$ cat src/rtl/alu_test_pkg.sv
// Shared definitions for the alu_test harness: ALU op codes, sequencer states,
// machine trap causes and the test vector record layout.
package alu_test_pkg;

  // op = {funct7[5], funct3}
  localparam logic [3:0] OP_ADD  = 4'b0000;
  localparam logic [3:0] OP_SUB  = 4'b1000;
  localparam logic [3:0] OP_SLL  = 4'b0001;
  localparam logic [3:0] OP_SLT  = 4'b0010;
  localparam logic [3:0] OP_SLTU = 4'b0011;
  localparam logic [3:0] OP_XOR  = 4'b0100;
  localparam logic [3:0] OP_SRL  = 4'b0101;
  localparam logic [3:0] OP_SRA  = 4'b1101;
  localparam logic [3:0] OP_OR   = 4'b0110;
  localparam logic [3:0] OP_AND  = 4'b0111;

  typedef enum logic [1:0] {
    ST_RUN  = 2'd0,
    ST_TRAP = 2'd1,
    ST_DONE = 2'd2
  } state_t;

  localparam logic [31:0] MCAUSE_MEI = 32'h8000_000B;
  localparam logic [31:0] MCAUSE_MSI = 32'h8000_0003;
  localparam logic [31:0] MCAUSE_MTI = 32'h8000_0007;

  typedef struct packed {
    logic [3:0]  op;
    logic [31:0] a;
    logic [31:0] b;
    logic [31:0] exp;
  } vec_t;

  function automatic logic [7:0] sat_inc8(input logic [7:0] v);
    return (v == 8'hFF) ? v : v + 8'd1;
  endfunction

endpackage

$ cat src/rtl/alu_rv32i.sv
// Combinational RV32I integer ALU. Shifts take the low log2(XLEN) bits of b;
// unknown op codes produce zero.
module alu_rv32i
  import alu_test_pkg::*;
#(
  parameter int XLEN = 32
) (
  input  logic [3:0]      op,
  input  logic [XLEN-1:0] a,
  input  logic [XLEN-1:0] b,
  output logic [XLEN-1:0] y
);

  localparam int SHW = $clog2(XLEN);

  logic [SHW-1:0] shamt;
  logic           lt_signed;
  logic           lt_unsigned;

  assign shamt       = b[SHW-1:0];
  assign lt_signed   = $signed(a) < $signed(b);
  assign lt_unsigned = a < b;

  always_comb begin
    y = '0;
    case (op)
      OP_ADD:  y = a + b;
      OP_SUB:  y = a - b;
      OP_SLL:  y = a << shamt;
      OP_SLT:  y = {{(XLEN-1){1'b0}}, lt_signed};
      OP_SLTU: y = {{(XLEN-1){1'b0}}, lt_unsigned};
      OP_XOR:  y = a ^ b;
      OP_SRL:  y = a >> shamt;
      OP_SRA:  y = $unsigned($signed(a) >>> shamt);
      OP_OR:   y = a | b;
      OP_AND:  y = a & b;
      default: y = '0;
    endcase
  end

endmodule

$ cat config.mk
export PLATFORM = sky130hd
export DESIGN_NAME = alu_rv32i
export DESIGN_NICKNAME = d
export VERILOG_FILES = /design/src/rtl/alu_test_pkg.sv /design/src/rtl/alu_rv32i.sv
export SDC_FILE = /design/constraint.sdc
export NUM_CORES = 1
export LEC_CHECK = 0
export CAP_MARGIN = 20
export CORE_MARGIN = 1.5
export CORE_UTILIZATION = 60
export DETAILED_ROUTE_END_ITERATION = 7
export PLACE_DENSITY = 0.93
export SLEW_MARGIN = 25
export SYNTH_ARGS = -nofsm -noshare
export SYNTH_HDL_FRONTEND = slang
export SYNTH_SLANG_ARGS = --single-unit
$ cat constraint.sdc
create_clock -name vclk -period 6.86
set_clock_uncertainty 0.15 [all_clocks]
set_input_delay 1.372 -clock vclk [all_inputs]
set_output_delay 1.372 -clock vclk [all_outputs]
set_load 0.03 [all_outputs]
==> results.yml <==
yosys:
  yosysWarnings: 0
  synth_xor_area_frac: 0.01536
  synthSimpleGateAreaFrac: 0.2023
  synthAdderAreaFrac: 0.1374
  synth_top_family_by_area: "compound AO/OA/AOI/OAI gates"
  ys_seq_area_frac: 0
  synthMuxAreaShare: 0.1746
  syn_area_mm2: 0.009121
  syn_inst: 1340
  syn-num-nets: 1507
  synth.distinct_cells: 91
  synth_area_per_cell_um2: 6.807
  synth_compound_gate_area_share: 0.3615
placement:
  gp_congestion: 1.102
  dp_hpwl_mm: 30.82
  port_buffers: 100
  dpl-instance-area_mm2: 0.01023
critical_path:
  worstSetupStartpointType: "primary input"
  crit_top_cell: "clkdlybuf4s50_1"
  cp.buffers_inverters: 3
  critPathMaxFanout: 3
  arrival_ns: 5.16
  path_cells: "clkdlybuf4s50_1 > inv_1 > ha_1 > nor2_1 > nand3_1 > or4_1 > o21bai_1 > a21oi_1 > o41ai_2 > xnor2_1 > a211oi_1 > o21ai_1 > clkdlybuf4s50_1"
  cp_slowest_stage_delay_ns: 0.64
  cp-end-kind: "output port"
  critPathKind: "in -> out"
  cp_data_required_time_ns: 5.34
  critPathTopFamily: "buffers and inverters"
  slowest_stage: "clkdlybuf4s50_1"
power_and_ir_drop:
  power.density_mw_per_mm2: 93.18
  p_leak_uw: 0.004487
  ir_worst_vdd_mv: 0.05846
  power_uw: 953.9
sta:
  maxSlewViolCount: 0
  hold_violations: 0
  rsz0062_at_grt: "no"
  fin_crit_ns: 6.684
  finalSetupViolCount: 0
  finalSetupTns_ns: 0
  max_freq_mhz: 149.6
  tightest_slew_ns: 1.065
  fin_crit_sh: 0.9743
  slew_headroom: 0.2844
status:
  status: "finished clean"
flow_run:
  cap_violations: 0
worst_hold_path:
  whs_path_depth: 6
  min_to: "y[23]"
  hold_class: "in -> out"
  min_from: "b[4]"
global_route:
  grt_overflow: 0
  grt_pass1_wl_mm: 59.26
  grt_max_degree: 84
  grt_pass1_vias: 10510
  grtUsageTotal: 0.4703
  antenna_found_initial: 0
route:
  final_antenna_net_count: 0
  totalWireLength_mm: 38.95
  wl_per_cell_um: 24.41
  dr.pass1.iters: 8
  drt-initial-drc-count: 2241
  vias: 11670
  vias_per_cell: 7.310
  drc: 0
die:
  start_util: 0.6205
  rows: 44
  die_area_mm2: 0.01595
  io_pins: 100
  die_w_um: 126.3
  die_h_um: 126.3
  core_area_mm2: 0.01470
finish:
  nNetsFinal: 1581
  area_delta_synth_final_pct: 12.24
  num_antenna_cells: 0
  n_sequential_cell: 0
  design_area_mm2: 0.01024
  drive_gt1_frac: 0.1289
  nClkBuffers: 0
  fillCellCount: 1357
  regArea_um2: 0
synthesized netlist by cell type (all sizes together), types with 16 or more instances:
cell / instances / area share
buf: 59 / 0.048
mux2: 27 / 0.034
a211oi: 41 / 0.034
mux2i: 69 / 0.077
inv: 102 / 0.042
nand2b: 16 / 0.011
o211ai: 18 / 0.015
o31ai: 18 / 0.015
a21oi: 144 / 0.080
clkbuf: 43 / 0.018
nor3: 28 / 0.017
nand3: 20 / 0.011
nor2: 148 / 0.061
o21ai: 111 / 0.061
nand2: 120 / 0.049
ha: 97 / 0.13
mux4: 25 / 0.063
logic make-up after synthesis:
| group | count (synthesis) |
|---|---|
| xor gates and xnor gates | 16 |
| and+or+nand+nor | 401 |
| AOI/OAI and AO/OA | 496 |
| adders and majority gates | 99 |
| muxes | 121 |
| buffers and inverters | 207 |
power by group:
| group | switching (uW) | internal [uW] |
|---|---|---|
| Combinational | 597 | 357 |
| Sequential | 0 | 0 |
| Clock | 0 | 0 |
| Total | 597 | 357 |
area by class of cell:
| class | count | area, um^2 | share of cell area |
|---|---|---|---|
| multi-input cells | 1133 | 8129 | 0.7941 |
| well taps | 184 | 230.2 | 0.02249 |
| repair buffers | 174 | 1484 | 0.1450 |
| inverters | 105 | 394.1 | 0.03850 |
what timing repair did:
| item | 4_1_cts | 5_1_grt |
|---|---|---|
| hold buffers | 0 | 0 |
| endpoints found under the setup margin | 0 | 1 |
| setup buffers | 0 | 0 |
| gates resized for setup | 0 | 1 |
tightest hold or removal path, cell delays in order:
cell	delay [ns]
buf_2	0.12
clkinv_1	0.05
buf_4	0.24
a32oi_1	0.13
nand3_1	0.09
buf_4	0.17
worst max path at each step:
stage,from,endpoint,cells after the start
final,a[10],y[25],13
after global routing,a[11],y[30],14
after CTS,a[0],y[0],15
after detailed placement,a[0],y[0],15
after global placement,a[0],y[0],15
after floorplan,b[2],y[30],14
placed cells by master, fill, tap and decap left out, drive strengths merged, types with 10 or more instances in the layout:
master / n
clkdlybuf4s50: 69
o211ai: 18
o31ai: 18
xnor2: 15
a211oi: 41
o22ai: 15
a21o: 12
buf: 104
nand2b: 16
nand2: 120
a221oi: 11
or2: 10
inv: 102
mux2i: 69
o21ai: 111
nand3: 20
a31oi: 10
nor3: 28
a21oi: 144
nand4: 10
a2111oi: 10
o21bai: 13
mux4: 25
nor2: 148
o221ai: 13
ha: 97
mux2: 27
metrics by stage:
step	hold slack, ns	util	worst slack, ns	cells
finish	3.414	0.6965	0.1764	1596
global route	3.415	0.6965	0.02844	1596
CTS	3.377	0.6963	0.1233	1596
detailed placement	3.372	0.6963	0.1495	1596
global placement	3.379	0.6963	0.2047	1596
floorplan	2.907	-	0.3404	1340
routing by layer:
metal  vias to the layer above  global-route usage  routed length [um]
met5                         -                   0                   0
met4                         0              0.1609                1792
met3                       175              0.1367                6474
met2                       991              0.6962               15670
met1                      5385              0.6515               15010
li1                       5116                   -                   -
Power figures use the tool's default switching activity.
